$ cat src/rtl/mem_access_unit.sv
// Data-memory access unit: formats loads/stores onto a little-endian req/ack bus.
// Stalls the pipeline from request until ack, misalignment or watchdog expiry.
module mem_access_unit #(
  parameter int DATA_WIDTH = 32,
  parameter int ADDR_WIDTH = 32,
  parameter int TIMEOUT    = 255
) (
  input  logic                    clk,
  input  logic                    rst,
  input  logic                    cpu_read,
  input  logic                    cpu_write,
  input  logic [1:0]              cpu_size,
  input  logic                    cpu_sign_ext,
  input  logic [ADDR_WIDTH-1:0]   cpu_addr,
  input  logic [DATA_WIDTH-1:0]   cpu_wdata,
  input  logic                    if_stall,
  output logic [DATA_WIDTH-1:0]   cpu_rdata,
  output logic                    mem_stall,
  output logic                    addr_err,
  output logic                    bus_err,
  output logic [ADDR_WIDTH-1:0]   mem_addr,
  output logic [DATA_WIDTH-1:0]   mem_wdata,
  output logic [DATA_WIDTH/8-1:0] mem_be,
  output logic                    mem_re,
  output logic                    mem_we,
  input  logic                    mem_ack,
  input  logic [DATA_WIDTH-1:0]   mem_rdata
);

  localparam int NB   = DATA_WIDTH / 8;
  localparam int OFFW = $clog2(NB);
  localparam int WDW  = (TIMEOUT > 1) ? $clog2(TIMEOUT + 1) : 1;

  localparam logic [1:0] S_IDLE   = 2'd0;
  localparam logic [1:0] S_ACCESS = 2'd1;
  localparam logic [1:0] S_DONE   = 2'd2;
  localparam logic [1:0] S_ERR    = 2'd3;

  logic [1:0]            r_state;
  logic                  r_write;
  logic [1:0]            r_size;
  logic                  r_sext;
  logic [OFFW-1:0]       r_offset;
  logic [ADDR_WIDTH-1:0] r_addr;
  logic [DATA_WIDTH-1:0] r_wdata;
  logic [NB-1:0]         r_be;
  logic [DATA_WIDTH-1:0] r_rdata;
  logic                  r_addr_err;
  logic                  r_bus_err;
  logic [WDW-1:0]        r_wdog;

  logic                  w_req;
  logic [OFFW-1:0]       w_offset;
  logic [OFFW-1:0]       w_align_mask;
  logic [2:0]            w_grp_m1;
  logic [NB-1:0]         w_lane_mask;
  logic                  w_size_ok;
  logic                  w_aligned;
  logic [NB-1:0]         w_be;
  logic [DATA_WIDTH-1:0] w_wdata;
  logic [DATA_WIDTH-1:0] w_shifted;
  logic                  w_msb;
  logic [DATA_WIDTH-1:0] w_load;
  logic                  w_wdog_exp;

  assign w_req     = cpu_read | cpu_write;
  assign w_offset  = cpu_addr[OFFW-1:0];
  assign w_size_ok = (cpu_size != 2'd3) || (DATA_WIDTH == 64);

  always_comb begin
    w_align_mask = '0;
    w_grp_m1     = 3'd0;
    w_lane_mask  = '0;
    case (cpu_size)
      2'd0: begin
        w_align_mask = '0;
        w_grp_m1     = 3'd0;
        w_lane_mask  = NB'(1);
      end
      2'd1: begin
        w_align_mask = OFFW'(1);
        w_grp_m1     = 3'd1;
        w_lane_mask  = NB'(3);
      end
      2'd2: begin
        w_align_mask = OFFW'(3);
        w_grp_m1     = 3'd3;
        w_lane_mask  = NB'(15);
      end
      default: begin
        w_align_mask = OFFW'(7);
        w_grp_m1     = 3'd7;
        w_lane_mask  = '1;
      end
    endcase
  end

  assign w_aligned = w_size_ok && ((w_offset & w_align_mask) == '0);
  assign w_be      = w_lane_mask << w_offset;

  // Each lane takes the byte at its position within the access-size group.
  always_comb begin
    w_wdata = '0;
    for (int i = 0; i < NB; i++) begin
      w_wdata[8*i +: 8] = cpu_wdata[8*(i & int'(w_grp_m1)) +: 8];
    end
  end

  assign w_shifted = mem_rdata >> {r_offset, 3'b000};

  always_comb begin
    w_msb = 1'b0;
    case (r_size)
      2'd0:    w_msb = w_shifted[7];
      2'd1:    w_msb = w_shifted[15];
      2'd2:    w_msb = w_shifted[31];
      default: w_msb = w_shifted[DATA_WIDTH-1];
    endcase
  end

  always_comb begin
    w_load = '0;
    for (int j = 0; j < DATA_WIDTH; j++) begin
      if (j < (8 << r_size)) begin
        w_load[j] = w_shifted[j];
      end else begin
        w_load[j] = r_sext & w_msb;
      end
    end
  end

  assign w_wdog_exp = (TIMEOUT != 0) && (r_wdog == WDW'(TIMEOUT - 1));

  always_ff @(posedge clk or negedge rst) begin
    if (!rst) begin
      r_state    <= S_IDLE;
      r_write    <= 1'b0;
      r_size     <= 2'd0;
      r_sext     <= 1'b0;
      r_offset   <= '0;
      r_addr     <= '0;
      r_wdata    <= '0;
      r_be       <= '0;
      r_rdata    <= '0;
      r_addr_err <= 1'b0;
      r_bus_err  <= 1'b0;
      r_wdog     <= '0;
    end else begin
      case (r_state)
        S_IDLE: begin
          if (w_req) begin
            if (w_aligned) begin
              r_state  <= S_ACCESS;
              r_write  <= cpu_write;
              r_size   <= cpu_size;
              r_sext   <= cpu_sign_ext;
              r_offset <= w_offset;
              r_addr   <= {cpu_addr[ADDR_WIDTH-1:OFFW], {OFFW{1'b0}}};
              r_wdata  <= w_wdata;
              r_be     <= cpu_write ? w_be : '1;
              r_wdog   <= '0;
            end else begin
              r_state    <= S_ERR;
              r_addr_err <= 1'b1;
            end
          end
        end
        S_ACCESS: begin
          // An ack arriving on the expiry edge still completes the access.
          if (mem_ack) begin
            if (!r_write) begin
              r_rdata <= w_load;
            end
            r_state <= S_DONE;
          end else if (w_wdog_exp) begin
            r_state   <= S_ERR;
            r_bus_err <= 1'b1;
          end else begin
            r_wdog <= r_wdog + WDW'(1);
          end
        end
        default: begin
          if (!if_stall) begin
            r_state    <= S_IDLE;
            r_addr_err <= 1'b0;
            r_bus_err  <= 1'b0;
          end
        end
      endcase
    end
  end

  assign cpu_rdata = r_rdata;
  assign mem_stall = ((r_state == S_IDLE) && w_req) || (r_state == S_ACCESS);
  assign addr_err  = r_addr_err;
  assign bus_err   = r_bus_err;
  assign mem_addr  = r_addr;
  assign mem_wdata = r_wdata;
  assign mem_be    = r_be;
  assign mem_re    = (r_state == S_ACCESS) && !r_write;
  assign mem_we    = (r_state == S_ACCESS) && r_write;

endmodule

$ cat config.mk
export PLATFORM = sky130hd
export DESIGN_NAME = mem_access_unit
export DESIGN_NICKNAME = d
export VERILOG_FILES = /design/src/rtl/mem_access_unit.sv
export SDC_FILE = /design/constraint.sdc
export NUM_CORES = 1
export LEC_CHECK = 0
export ABC_AREA = 1
export CELL_PAD_IN_SITES_DETAIL_PLACEMENT = 1
export CELL_PAD_IN_SITES_GLOBAL_PLACEMENT = 1
export CORE_ASPECT_RATIO = 0.8
export CORE_MARGIN = 4
export CORE_UTILIZATION = 32
export CTS_CLUSTER_DIAMETER = 30
export DETAILED_ROUTE_END_ITERATION = 10
export PLACE_DENSITY_LB_ADDON = 0.1
export SETUP_SLACK_MARGIN = 0.05
export SYNTH_ARGS = -nofsm -noshare
export SYNTH_HDL_FRONTEND = slang
export SYNTH_SLANG_ARGS = --single-unit
$ cat constraint.sdc
create_clock -name clk -period 1.7 [get_ports clk]
set_input_delay 0.17 -clock clk [delete_from_list [all_inputs] [get_ports clk]]
set_output_delay 0.17 -clock clk [all_outputs]
set_load 0.005 [all_outputs]
==> impl_metrics.xml, run 1 <==
<?xml version="1.0" encoding="UTF-8"?>
<metrics>
  <group name="run_status">
    <metric name="outcome" unit="">complete, no violations</metric>
  </group>
  <group name="sta">
    <metric name="unrepaired_setup_endpoints_after_global_routing" unit="">false</metric>
    <metric name="timing.clock.skew" unit="ns">0.0132</metric>
    <metric name="achievable-frequency" unit="GHz">0.637</metric>
    <metric name="report.final.slew_viol_count" unit="">0</metric>
    <metric name="final_min_period_over_clock_period" unit="%">92.3</metric>
    <metric name="slew_headroom" unit="%">64.0</metric>
    <metric name="fin_crit" unit="ns">1.57</metric>
    <metric name="timing_worst_slew_pin_value" unit="ns">0.540</metric>
    <metric name="final_hold_viol_count" unit="">0</metric>
    <metric name="timing.final.setup_violations" unit="">0</metric>
  </group>
  <group name="critical_path">
    <metric name="crit_end" unit="">mem_re</metric>
    <metric name="cp.arrival" unit="ns">1.40</metric>
    <metric name="startpoint_type" unit="">register</metric>
    <metric name="critical_path.reg2reg.startpoint" unit="">r_state[0]</metric>
    <metric name="path_type_of_the_worst_setup_path" unit="">reg -&gt; out</metric>
    <metric name="crit_chain" unit="">inv_1 -&gt; nand2_4 -&gt; nor2_1 -&gt; dlygate4sd2_1</metric>
    <metric name="worst_path_largest_cell_delay" unit="ns">0.41</metric>
    <metric name="worstPathMaxFanout" unit="">7</metric>
    <metric name="crit_path_top_delay_cell" unit="">sky130_fd_sc_hd__dfrtp_1</metric>
    <metric name="reg2reg_setup_slack" unit="ns">0.17</metric>
    <metric name="length_in_cells_of_the_worst_reg_to_reg_path" unit="">8</metric>
    <metric name="worstPathRequired" unit="ns">1.53</metric>
    <metric name="reg2reg_end" unit="">r_wdog[3]</metric>
    <metric name="startpoint" unit="">r_state[1]</metric>
    <metric name="critical_path.endpoint_type" unit="">output port</metric>
  </group>
  <group name="clock_tree">
    <metric name="ctsLongestPathBuffers" unit="">2</metric>
    <metric name="root_buffer" unit="">sky130_fd_sc_hd__clkbuf_16</metric>
    <metric name="h-tree-depth" unit="">4</metric>
    <metric name="cts_sinks" unit="">116</metric>
    <metric name="clock_tree_from_tritoncts" unit="">done</metric>
    <metric name="worst_skew_pair.late_latency" unit="ns">0.42</metric>
    <metric name="cts-buffers-inserted" unit="">17</metric>
    <metric name="clkTransAtPathRegs" unit="ns">0.06</metric>
  </group>
  <group name="yosys">
    <metric name="edff_count_synth" unit="">0</metric>
    <metric name="post_synth_most_frequent_cells" unit="">304 x sky130_fd_sc_hd__nand2_1, 116 x sky130_fd_sc_hd__dfrtp_1, 79 x sky130_fd_sc_hd__nor2_1</metric>
    <metric name="yosys_warnings" unit="">0</metric>
    <metric name="synthCells" unit="">751</metric>
    <metric name="synth_flop_cell" unit="">sky130_fd_sc_hd__dfrtp_1</metric>
    <metric name="yosysUniqueCellTypes" unit="">33</metric>
    <metric name="postSynthAreaPerCell" unit="sq um">7.65</metric>
    <metric name="synth.top_cell.area_share" unit="%">50.5</metric>
    <metric name="synth.area.top_cells" unit="">sky130_fd_sc_hd__dfrtp_1 51%, sky130_fd_sc_hd__nand2_1 20%, sky130_fd_sc_hd__o21ai_0 6.6%</metric>
    <metric name="post_synth_instance_area" unit="sq um">5750</metric>
    <metric name="synth_seq_area_share" unit="%">50.5</metric>
    <metric name="post-synth-top-area-cell" unit="">sky130_fd_sc_hd__dfrtp_1</metric>
    <metric name="yosys.cell_count.top_type" unit="">sky130_fd_sc_hd__nand2_1</metric>
    <metric name="post_synth_arst_share" unit="%">100</metric>
    <metric name="count_of_state_elements_after_synthesis" unit="">116</metric>
  </group>
  <group name="grt">
    <metric name="first_global_vias" unit="">6215</metric>
    <metric name="maximum_number_of_pins_on_one_net_before_global_route_repair" unit="">37</metric>
    <metric name="grt_ovf" unit="">0</metric>
    <metric name="number_of_antenna_violations_at_the_first_check_in_global_routing" unit="">2</metric>
    <metric name="grt_first_pass_wirelength" unit="um">33100</metric>
    <metric name="grt_usage" unit="%">20.9</metric>
  </group>
  <group name="final_layout">
    <metric name="net_count_of_the_finished_layout" unit="">1090</metric>
    <metric name="multi_input_comb_area" unit="sq um">2500</metric>
    <metric name="num-fill-cells" unit="">2092</metric>
    <metric name="areaGrowthSynthToFinish" unit="%">56.2</metric>
    <metric name="fin_cells" unit="">1222</metric>
    <metric name="drive_above_1_share" unit="%">12.3</metric>
    <metric name="seqCellArea" unit="sq um">2910</metric>
  </group>
  <group name="detailed_routing">
    <metric name="drtIter0Drc" unit="">242</metric>
    <metric name="drc_errors" unit="">0</metric>
    <metric name="drtAntennaViolNets" unit="">0</metric>
    <metric name="drt_wl_total" unit="um">20500</metric>
    <metric name="post_drt_via_cell_ratio" unit="">4.73</metric>
    <metric name="route.detailed.wl_per_inst" unit="um">16.8</metric>
    <metric name="vias" unit="">5782</metric>
    <metric name="drtPass1Iterations" unit="">4</metric>
  </group>
  <group name="floorplanning">
    <metric name="die-height" unit="um">128</metric>
    <metric name="initial_core_utilization" unit="%">32.9</metric>
    <metric name="die_area" unit="sq um">20200</metric>
    <metric name="boundary_pin_count" unit="">210</metric>
    <metric name="fp.dieW" unit="um">158</metric>
    <metric name="core_region_area" unit="sq um">17500</metric>
    <metric name="rows" unit="">43</metric>
  </group>
  <group name="place">
    <metric name="input_output_buffers" unit="">207</metric>
    <metric name="gpl.final_weighted_congestion" unit="">0.887</metric>
    <metric name="detailed_place_hpwl" unit="um">15600</metric>
    <metric name="numPlacedInstances" unit="">1186</metric>
  </group>
  <group name="pwr">
    <metric name="leakage_power" unit="uW">0.00424</metric>
    <metric name="ir_drop" unit="V">0.000656</metric>
    <metric name="design_power_total" unit="uW">15300</metric>
    <metric name="cellPowerDensity" unit="nW/um^2">1700</metric>
  </group>
  <group name="worst_hold_path">
    <metric name="min_delay_path_depth" unit="">3</metric>
    <metric name="hp-class" unit="">in -&gt; reg</metric>
  </group>
  <group name="job">
    <metric name="maxCapViolCount" unit="">0</metric>
  </group>
</metrics>
==> what timing repair did <==
action / in CTS / in global routing
cloned: 0 / 1
endpoints found under the hold margin: 29 / 0
gates resized for setup: 5 / 11
hold buffers: 1 / 0
buffers inserted: 1 / 0
pin swaps: 1 / 2
setup endpoints to repair: 7 / 30
==> layout by cell type, fill, tap and decap left out, drive strengths merged <==
cell type / count
a21o: 1
a21oi: 12
a31oi: 1
buf: 43
bufinv: 1
clkbuf: 18
clkdlybuf4s50: 203
clkinv: 2
clkinvlp: 6
conb: 2
dfrtp: 116
diode: 1
dlygate4sd2: 3
dlygate4sd3: 1
ha: 2
inv: 49
mux2i: 2
nand2: 308
nand3: 23
nor2: 102
nor3: 2
o211ai: 14
o21ai: 77
o22a: 1
o31ai: 1
or2: 2
xor2: 4
==> worst min path at each step <==
stage                       startpoint             to  slack [ns]
after floorplan                    rst       addr_err       -0.13
after global placement             rst  mem_wdata[31]        0.19
after detailed placement           rst  mem_wdata[31]        0.19
after CTS                 cpu_addr[15]   mem_addr[15]        0.27
after global routing       cpu_addr[6]    mem_addr[6]        0.28
final                     cpu_addr[15]   mem_addr[15]        0.28
==> layer usage <==
metal | vias up | wire [um] | global-route usage, %
met3 | 24 | 1300 | 6.88
met1 | 2808 | 9000 | 26.3
met2 | 128 | 9890 | 34.0
met5 | - | 12 | 0
met4 | 2 | 302 | 6.53
li1 | 2820 | - | -
==> report_power, final <==
group	leakage [uW]	switching [uW]	internal (uW)	total, uW
combinational	0.00255	3330	3660	6990
sequential	0.00144	836	4010	4850
clock	0.000256	1400	2020	3420
total	0.00424	5570	9690	15300
==> final cells by class <==
class                   count  share of cell area [%]
flip-flops and latches    116                    32.4
repair buffers            250                    28.5
inverters                  44                    1.92
diodes                      1                  0.0279
clock inverters            14                    1.44
clock buffers              18                    4.78
well taps                 225                    3.14
multi-input cells         554                    27.9
==> kinds of logic (layout without fill, tap and decap cells) <==
kind of cell | count (synthesis) | count (layout) | share of synthesized area (%)
AOI/OAI and AO/OA | 106 | 107 | 10.2
xor gates and xnor gates | 4 | 4 | 0.610
adders and majority gates | 2 | 2 | 0.435
buffers and inverters | 83 | 326 | 7.12
DFF | 116 | 116 | 50.5
muxes | 2 | 2 | 0.348
other | 1 | 3 | 0.0653
and+or+nand+nor | 437 | 437 | 30.7
==> metrics by stage <==
| step | cell area (sq um) | TNS [ns] | setup slack, ns | utilization (%) | hold WS (ns) |
|---|---|---|---|---|---|
| 2_1_floorplan | 5750 | 0 | 0.347 | - | -0.126 |
| 3_3_place_gp | 8340 | 0 | 0.00924 | 47.7 | 0.190 |
| 3_5_place_dp | 8340 | -1.20 | -0.0473 | 47.7 | 0.195 |
| 4_1_cts | 8930 | 0 | 0.0730 | 51.1 | 0.268 |
| 5_1_grt | 8970 | 0 | 0.0466 | 51.3 | 0.282 |
| 6_report | 8970 | 0 | 0.131 | 51.3 | 0.283 |
==> sequential cells by signal, summed over array words and instances, names as in the netlist, 2 cells and up <==
register,cells
r_size,2
r_wdog,8
r_offset,2
mem_be,4
r_state,2
mem_wdata,32
cpu_rdata,32
mem_addr,30
==> worst max-delay path: cells and delay by family, from the launching register on <==
kind          cells  cell delay [ns]
buf+inv           2             0.37
flops             1             0.41
simple gates      2             0.19
Power figures use the tool's default switching activity.
==> run 2: changes to the inputs <==
- SLEW_MARGIN: default -> 0
==> results of run 2 <==
Same layout as run 1: the final DEF is identical, and so are final timing and power.
==> run 3: changes to the inputs <==
- CORE_UTILIZATION: 32 -> 29
- clock period: 1.7 -> 1.44 ns (I/O delays scaled with it)
==> impl_metrics.xml, run 3 (synthesis results as in run 1) <==
<?xml version="1.0" encoding="UTF-8"?>
<metrics>
  <group name="floorplanning">
    <metric name="die_area" unit="sq um">22100</metric>
    <metric name="die-height" unit="um">134</metric>
    <metric name="fp.dieW" unit="um">165</metric>
    <metric name="initial_core_utilization" unit="%">29.9</metric>
    <metric name="boundary_pin_count" unit="">210</metric>
    <metric name="core_region_area" unit="sq um">19200</metric>
    <metric name="rows" unit="">45</metric>
  </group>
  <group name="place">
    <metric name="gpl.final_weighted_congestion" unit="">0.863</metric>
    <metric name="detailed_place_hpwl" unit="um">16300</metric>
    <metric name="input_output_buffers" unit="">207</metric>
    <metric name="placed_area" unit="sq um">8540</metric>
    <metric name="numPlacedInstances" unit="">1249</metric>
    <metric name="pre_cts_slack" unit="ns">-0.288</metric>
  </group>
  <group name="sta">
    <metric name="final_min_period_over_clock_period" unit="%">108</metric>
    <metric name="unrepaired_setup_endpoints_after_global_routing" unit="">true</metric>
    <metric name="hold_ws" unit="ns">0.250</metric>
    <metric name="fin_crit" unit="ns">1.55</metric>
    <metric name="final_hold_viol_count" unit="">0</metric>
    <metric name="achievable-frequency" unit="GHz">0.644</metric>
    <metric name="setup_slack" unit="ns">-0.112</metric>
    <metric name="timing.clock.skew" unit="ns">0.0114</metric>
    <metric name="timing.final.setup_violations" unit="">101</metric>
    <metric name="report.final.slew_viol_count" unit="">0</metric>
  </group>
  <group name="final_layout">
    <metric name="drive_above_1_share" unit="%">31.4</metric>
    <metric name="final_common_cell" unit="">sky130_fd_sc_hd__nand2_1</metric>
    <metric name="fin_cells" unit="">1330</metric>
    <metric name="net_count_of_the_finished_layout" unit="">1166</metric>
    <metric name="layout_utilization" unit="%">54.1</metric>
    <metric name="fin_area" unit="sq um">10400</metric>
    <metric name="layout.cells.most_common_list" unit="">225 x sky130_fd_sc_hd__nand2_1, 114 x sky130_fd_sc_hd__dfrtp_1, 103 x sky130_fd_sc_hd__clkdlybuf4s50_1</metric>
    <metric name="areaGrowthSynthToFinish" unit="%">80.6</metric>
    <metric name="antenna_diodes" unit="">0</metric>
  </group>
  <group name="detailed_routing">
    <metric name="topRoutingLayerUsed" unit="">met4</metric>
    <metric name="met2_wirelength" unit="um">11800</metric>
    <metric name="route.detailed.wl_per_inst" unit="um">17.7</metric>
    <metric name="drt_wl_total" unit="um">23500</metric>
    <metric name="vias" unit="">6174</metric>
    <metric name="drtPass1Iterations" unit="">4</metric>
    <metric name="drtIter0Drc" unit="">251</metric>
    <metric name="post_drt_via_cell_ratio" unit="">4.64</metric>
    <metric name="drc_errors" unit="">0</metric>
    <metric name="routed-wl-met3" unit="um">1490</metric>
    <metric name="drtAntennaViolNets" unit="">0</metric>
    <metric name="m1WireLength" unit="um">9920</metric>
  </group>
  <group name="pwr">
    <metric name="leakage_power" unit="uW">0.00519</metric>
    <metric name="total_switching_power" unit="uW">7870</metric>
    <metric name="internal_pwr_total" unit="uW">12700</metric>
    <metric name="sw_frac_of_total" unit="%">38.2</metric>
    <metric name="clock_power_share" unit="%">22.2</metric>
    <metric name="power.sequential.fraction" unit="%">27.6</metric>
    <metric name="ir_drop" unit="V">0.000846</metric>
    <metric name="cellPowerDensity" unit="nW/um^2">1980</metric>
    <metric name="pwr-share-comb" unit="%">50.2</metric>
  </group>
  <group name="critical_path">
    <metric name="critical_path.endpoint_type" unit="">register</metric>
    <metric name="worstPathMaxFanout" unit="">8</metric>
    <metric name="path_common_cell" unit="">sky130_fd_sc_hd__buf_6</metric>
    <metric name="crit_path_top_delay_cell" unit="">sky130_fd_sc_hd__dfrtp_1</metric>
    <metric name="crit_chain" unit="">buf_6 -&gt; nor2_4 -&gt; buf_6 -&gt; buf_8 -&gt; nand3_4 -&gt; clkinv_8 -&gt; clkbuf_16 -&gt; o21ai_1</metric>
    <metric name="worst_path_largest_cell_delay" unit="ns">0.41</metric>
    <metric name="cp.arrival" unit="ns">1.85</metric>
    <metric name="path_type_of_the_worst_setup_path" unit="">reg -&gt; reg</metric>
    <metric name="worstPathRequired" unit="ns">1.74</metric>
    <metric name="startpoint_type" unit="">register</metric>
  </group>
  <group name="grt">
    <metric name="grt_usage" unit="%">20.6</metric>
    <metric name="grt_first_pass_wirelength" unit="um">36100</metric>
    <metric name="maximum_number_of_pins_on_one_net_before_global_route_repair" unit="">66</metric>
    <metric name="grt_ovf" unit="">0</metric>
    <metric name="number_of_antenna_violations_at_the_first_check_in_global_routing" unit="">0</metric>
    <metric name="first_global_vias" unit="">6798</metric>
  </group>
  <group name="job">
    <metric name="maxCapViolCount" unit="">0</metric>
  </group>
  <group name="clock_tree">
    <metric name="cts-buffers-inserted" unit="">17</metric>
    <metric name="clkTransAtPathRegs" unit="ns">0.06</metric>
    <metric name="ctsLongestPathBuffers" unit="">2</metric>
    <metric name="worst_skew_pair.late_latency" unit="ns">0.42</metric>
    <metric name="root_buffer" unit="">sky130_fd_sc_hd__clkbuf_16</metric>
    <metric name="cts_sinks" unit="">116</metric>
    <metric name="h-tree-depth" unit="">4</metric>
    <metric name="clock_tree_from_tritoncts" unit="">done</metric>
  </group>
  <group name="run_status">
    <metric name="failing_checks" unit="">negative setup slack</metric>
    <metric name="outcome" unit="">complete, but fails checks</metric>
  </group>
  <group name="worst_hold_path">
    <metric name="hp-class" unit="">in -&gt; async</metric>
  </group>
</metrics>
==> run 3: path summary, 6_finish.rpt <==
check,cells after the start,start,slack (ns),endpoint
setup / recovery,8,r_state[1],-0.11,r_sext
hold / removal,3,rst,0.25,cpu_rdata[26]
setup reg to reg,8,r_state[1],-0.11,r_sext
hold reg to reg,2,mem_be[2],0.47,mem_be[2]
max in group asynchronous,3,rst,0.82,r_offset[0]
min in group clk,3,cpu_addr[17],0.26,mem_addr[17]
==> run 3: worst max-delay path, delay by kind of cell, from the launching register on <==
| kind | cells | cell delay [ns] |
|---|---|---|
| buffers and inverters | 5 | 0.69 |
| DFF | 1 | 0.41 |
| and+or+nand+nor | 2 | 0.27 |
| AOI/OAI and AO/OA | 1 | 0.06 |
==> run 3: power by group through the flow <==
stage	registers, uW	logic, uW	clock network (uW)
floorplan	5650	3530	0
global placement	5630	8310	0
detailed placement	5710	8540	0
CTS	5670	9130	4660
global route	5870	11400	4840
finish	5680	10300	4580
==> run 3: what timing repair did <==
action,CTS,global route
hold endpoints to repair,116,0
gates resized for setup,230,154
pin swaps,39,51
hold buffers,1,0
endpoints found under the setup margin,189,119
setup buffers,29,10
cloned,3,7
==> run 3: per-layer routing <==
layer | vias up | track usage [%]
met5 | - | 0
met4 | 0 | 5.50
met1 | 3018 | 25.6
met2 | 147 | 34.1
li1 | 2979 | -
met3 | 30 | 7.25
==> run 3: per-stage QoR <==
| stage | setup TNS [ns] | power, uW |
|---|---|---|
| finish | -7.29 | 20600 |
| floorplan | 0 | 9180 |
| global placement | -15.81 | 13900 |
| global route | -16.31 | 22100 |
| CTS | -4.04 | 19500 |
| detailed placement | -22.66 | 14300 |
==> run 3: layout make-up <==
type | instances | area, sq um
Timing Repair Buffer | 324 | 3160
Sequential cell | 116 | 2910
Inverter | 44 | 185
Timing Repair inverter | 1 | 6.26
Multi-Input combinational cell | 555 | 3170
Fill cell | 2235 | 8820
Clock buffer | 17 | 425
Clock inverter | 15 | 205
Tap cell | 258 | 323
